## config.mk

```make
export PLATFORM = sky130hd
export DESIGN_NAME = clk_div_multi
export DESIGN_NICKNAME = d
export VERILOG_FILES = /design/src/rtl/clk_div_multi.sv
export SDC_FILE = /design/constraint.sdc
export NUM_CORES = 1
export LEC_CHECK = 0
export CORE_MARGIN = 1
export CORE_UTILIZATION = 45
export DETAILED_ROUTE_END_ITERATION = 7
export GPL_TIMING_DRIVEN = 0
export PLACE_DENSITY = 0.71
export SLEW_MARGIN = 20
export SYNTH_ARGS = -nofsm -noshare
export SYNTH_HDL_FRONTEND = slang
export SYNTH_SLANG_ARGS = --single-unit
```

## constraint.sdc

```tcl
create_clock -name clk_100m -period 4 [get_ports clk_100m]
set_input_delay 0.6 -clock clk_100m [delete_from_list [all_inputs] [get_ports clk_100m]]
set_output_delay 0.6 -clock clk_100m [all_outputs]
set_load 0.01 [all_outputs]
```

## src/rtl/clk_div_multi.sv

```systemverilog
// Multi-channel programmable integer clock divider running from clk_100m.
// Each channel has its own divisor, enable and rising-edge strobe; sync phase-aligns all enabled channels.
module clk_div_multi #(
    parameter int NUM_CH      = 2,
    parameter int CNT_W       = 16,
    parameter int DEFAULT_DIV = 4
) (
    input  logic                    clk_100m,
    input  logic                    btn_rst,
    input  logic [NUM_CH-1:0]       ch_en,
    input  logic                    sync,
    input  logic [NUM_CH*CNT_W-1:0] div_val,
    output logic [NUM_CH-1:0]       clk_out,
    output logic [NUM_CH-1:0]       stb_out,
    output logic [NUM_CH*CNT_W-1:0] div_act
);

    localparam logic [CNT_W-1:0] DEF_DIV = CNT_W'(DEFAULT_DIV);
    localparam logic [CNT_W-1:0] ONE     = CNT_W'(1);
    localparam logic [CNT_W-1:0] TWO     = CNT_W'(2);

    for (genvar i = 0; i < NUM_CH; i++) begin : g_ch
        logic [CNT_W-1:0] d_req;
        logic [CNT_W-1:0] d_new;
        logic [CNT_W-1:0] d_cur;
        logic [CNT_W-1:0] phase;
        logic [CNT_W-1:0] phase_inc;
        logic [CNT_W-1:0] hi_len;
        logic             clk_q;
        logic             stb_q;

        assign d_req = div_val[i*CNT_W +: CNT_W];

        // NOTE: every signal written in always_comb gets a default first, so no path can infer a latch.
        always_comb begin
            d_new = d_req;
            if (d_req < TWO) begin
                d_new = TWO;
            end
        end

        assign hi_len    = d_cur >> 1;
        assign phase_inc = phase + ONE;

        // NOTE: sequential state uses non-blocking assignments so every register samples pre-edge values.
        always_ff @(posedge clk_100m or posedge btn_rst) begin
            if (btn_rst) begin
                d_cur <= DEF_DIV;
                phase <= DEF_DIV - ONE;
                clk_q <= 1'b0;
                stb_q <= 1'b0;
            end else if (!ch_en[i]) begin
                // Preloading phase to the wrap point makes the first enabled edge a rising edge.
                d_cur <= d_new;
                phase <= d_new - ONE;
                clk_q <= 1'b0;
                stb_q <= 1'b0;
            end else if (sync || (phase == d_cur - ONE)) begin
                d_cur <= d_new;
                phase <= '0;
                clk_q <= 1'b1;
                stb_q <= 1'b1;
            end else begin
                phase <= phase_inc;
                clk_q <= (phase_inc < hi_len);
                stb_q <= 1'b0;
            end
        end

        assign clk_out[i]                = clk_q;
        assign stb_out[i]                = stb_q;
        assign div_act[i*CNT_W +: CNT_W] = d_cur;
    end

endmodule

```

==> run_results.csv <==
group,metric,value,unit
status,status,"completed",
worst_setup_path,crit_type,"input port to flip-flop",
synth,yosys-top-cells-area,"dfrtp_1 28%, xnor2_1 10%, ha_1 7.4%",
job,max_cap_viol_count,0,
synth,syn-num-nets,683,
floorplanning,pin_count,73,
worst_setup_path,r2r_start,"g_ch[0].d_cur[0]$_DFFE_PP0P_",
drt,antenna_left,0,
timing,hold_viol_final,0,
synth,synth_cell_types,67,
synth,yosys_warnings,0,
clock_tree,cts_tree,"yes",
cells_and_area,stdcell_count,869,
placed_design,dpl.cell_count,853,
cells_and_area,layout_commonest_cell,"clkdlybuf4s50_1",
timing,drv_slew,0,
clock_tree,clock-sinks,68,
floorplanning,die_area,0.0129,mm^2
worst_setup_path,crit_top_cell,"nor4_1",
worst_setup_path,cp_top_family,"simple AND/OR/NAND/NOR gates",
drt,routed_wl,15.6,mm
synth,synthArstFlopShare,1.00,
floorplanning,initial_utilization,0.464,
cells_and_area,area_delta_synth_final,22.2,%
timing,fin_crit_sh,0.928,
clock_tree,cts_buffer_depth,2,
hold_path,hold_class,"input port to async pin",
placed_design,io_buffers,71,
floorplanning,fp-row-count,40,
timing,max_freq,0.269,GHz
pwr,switching_share,0.312,
clock_tree,numCtsBuffers,9,
worst_setup_path,critPathMaxFanout,6,
synth,synth_ff_type,"dfrtp_1",
clock_tree,hold_buffers,0,
pwr,finalPower,2.27,mW
synth,syn_avg_cell_area,9.16,um^2
timing,slew_headroom,0.389,
grt,grt_max_degree,54,
worst_setup_path,worst-path-buf-inv,2,
placed_design,hpwl,11.9,mm
pwr,combinationalPowerShare,0.273,
worst_setup_path,cp-startpoint,"div_val[21]",
clock_tree,cts.clk_slew.worst_paths,0.06,ns
synth,ys_ff_latch,68,
worst_setup_path,reg2regPathDepth,9,
floorplanning,die_y,114,um
timing,post-route-min-period,3.71,ns
pwr,seqPwrFrac,0.373,
grt,antenna_found_initial,0,
worst_setup_path,endpoint_kind,"flip-flop",
grt,grt_pass1_vias,4998,
synth,synth_top_cell_area_share,0.276,
cells_and_area,n_antenna_cell,0,
drt,vias,5029,
worst_setup_path,cp_cell_sequence,"clkdlybuf4s50_1, nor4_1, nand3_1, nor2_1, nor2b_1, inv_1, ha_1, nand2b_1, nor4_1, xnor2_1, o22ai_1",
pwr,p_int,1.56,mW
worst_setup_path,r2r_slack,0.69,ns
timing,rsz0062_at_grt,"false",
cells_and_area,nets,766,
grt,grt-ovfl-total,0,
pwr,p_per_area,331,mW/mm^2
grt,gr-usage-all-layers,0.251,
placed_design,place.gp.congestion,0.956,
drt,wl_per_cell,17.9,um
synth,syn_inst,613,
synth,yosys.area.top_type,"dfrtp_1",
synth,synth_edf_count,0,
synth,seq_area_frac_synth,0.304,
worst_setup_path,r2r-end,"g_ch[0].clk_q$_DFF_PP0_",
worst_setup_path,start_kind,"input port",
cells_and_area,final_cell_mix,"71 x clkdlybuf4s50_1, 67 x xnor2_1, 62 x dfrtp_1",
pwr,ir_drop,207,uV
drt,post-route-drc-count,0,
floorplanning,die_w,114,um
pwr,p_sw,0.708,mW
pwr,clkPwrFrac,0.354,
timing,setup_violations,0,
cells_and_area,fin_util,0.567,
timing,finalSetupTns,0,ns
clock_tree,ctsResizeCount,0,
grt,grt_pass1_wl,25.0,mm
drt,via_per_inst,5.79,
drt,drtIter0Drc,390,
worst_setup_path,critPathSlowestCell,"nor4_1",
worst_setup_path,slowest_delay,0.79,ns
clock_tree,cts_setup_buffers,0,
clock_tree,htreeDepth,3,
drt,first_pass_iters,6,
worst_setup_path,critPathRequiredTime,4.19,ns
pwr,p_leak,2.82,nW
timing,worst_pin_slew,0.909,ns
worst_setup_path,cp.arrival,3.91,ns
cells_and_area,layout-drive-gt1-share,0.116,
timing,fin_worst_skew,0.00488,ns
floorplanning,fp.coreArea,0.0121,mm^2
clock_tree,ctsRootBufferMaster,"clkbuf_16",
clock_tree,clock_latency,0.34,ns
synth,syn-cell-area,0.00562,mm^2
-- state kept, by name (all words and copies together), names as in the netlist --
register / flops
g_ch.d_cur: 32
g_ch.phase: 32
g_ch.clk_q: 2
g_ch.stb_q: 2
-- worst register-to-register path, stage by stage, from the launching register on --
cell and delay (ns):
dfrtp_1 0.47, inv_1 0.10, ha_1 0.25, nor3b_2 0.56, a221oi_1 0.20, a41o_1 0.26
a22o_1 0.20, and2_1 0.17, a31oi_1 0.71, o32ai_1 0.22
-- worst max-delay path by stage --
stage                                         to  cells after the start  slack [ns]
global route          g_ch[1].phase[6]$_DFF_PP0_                     11        0.13
detailed placement    g_ch[1].phase[6]$_DFF_PP0_                     11        0.11
global placement      g_ch[1].phase[6]$_DFF_PP0_                     11        0.27
floorplan           g_ch[0].d_cur[0]$_DFFE_PP0P_                     11        0.99
finish                g_ch[1].phase[6]$_DFF_PP0_                     11        0.29
CTS                   g_ch[1].phase[6]$_DFF_PP0_                     11        0.46
-- cells in the mapped netlist (12+ instances only) --
master,count
o22ai_1,19
nand3_1,18
nor2_1,35
nand4_1,15
o21ai_0,13
nand2b_1,15
xor2_1,23
a21oi_1,13
ha_1,33
inv_1,47
nor4_1,18
nor3_1,15
nand2_1,38
dfrtp_1,62
clkbuf_1,12
xnor2_1,67
mux2_4,15
mux2_2,16
-- cell type report --
class                      instances  area, um^2
multi-input combinational        476        3600
sequential                        68        1710
timing repair buffer              72         738
inverter                          47         179
buffer                            22         139
tap                              168         210
fill                            1106        5250
clock buffer                      14         254
clock inverter                     2        35.0
-- metal layers --
| metal | global-route usage | up-vias | part of all wire | wire, um |
|---|---|---|---|---|
| li1 | - | 2398 | - | - |
| met1 | 0.296 | 2430 | 0.41 | 6390 |
| met5 | 0 | - | 0 | 0 |
| met3 | 0.0430 | 25 | 0.058 | 901 |
| met4 | 0.116 | 0 | 0.022 | 344 |
| met2 | 0.445 | 176 | 0.51 | 7920 |
-- logic make-up (layout without fill, tap and decap cells) --
family / Yosys count / after routing / synth area share
and+or+nand+nor: 206 / 206 / 0.200
AOI/OAI and AO/OA: 112 / 112 / 0.146
xor gates and xnor gates: 90 / 90 / 0.140
buffers and inverters: 69 / 157 / 0.0561
DFF: 68 / 68 / 0.304
muxes: 35 / 35 / 0.0793
adders and majority gates: 33 / 33 / 0.0735
-- power by group through the flow --
stage	registers [mW]	logic [mW]	clock network, mW
floorplan	0.841	0.394	0
global placement	0.854	0.592	0
detailed placement	0.857	0.613	0
CTS	0.846	0.617	0.813
global route	0.857	0.684	0.842
finish	0.848	0.619	0.804
-- metrics by stage --
step | setup slack [ns] | hold slack [ns] | area [um^2]
3_5_place_dp | 0.107 | 0.587 | 6570
5_1_grt | 0.135 | 0.560 | 6860
6_report | 0.288 | 0.540 | 6860
4_1_cts | 0.459 | 0.552 | 6860
2_1_floorplan | 0.989 | 0.567 | 5620
3_3_place_gp | 0.268 | 0.577 | 6540
(Power assumes the default switching activity.)
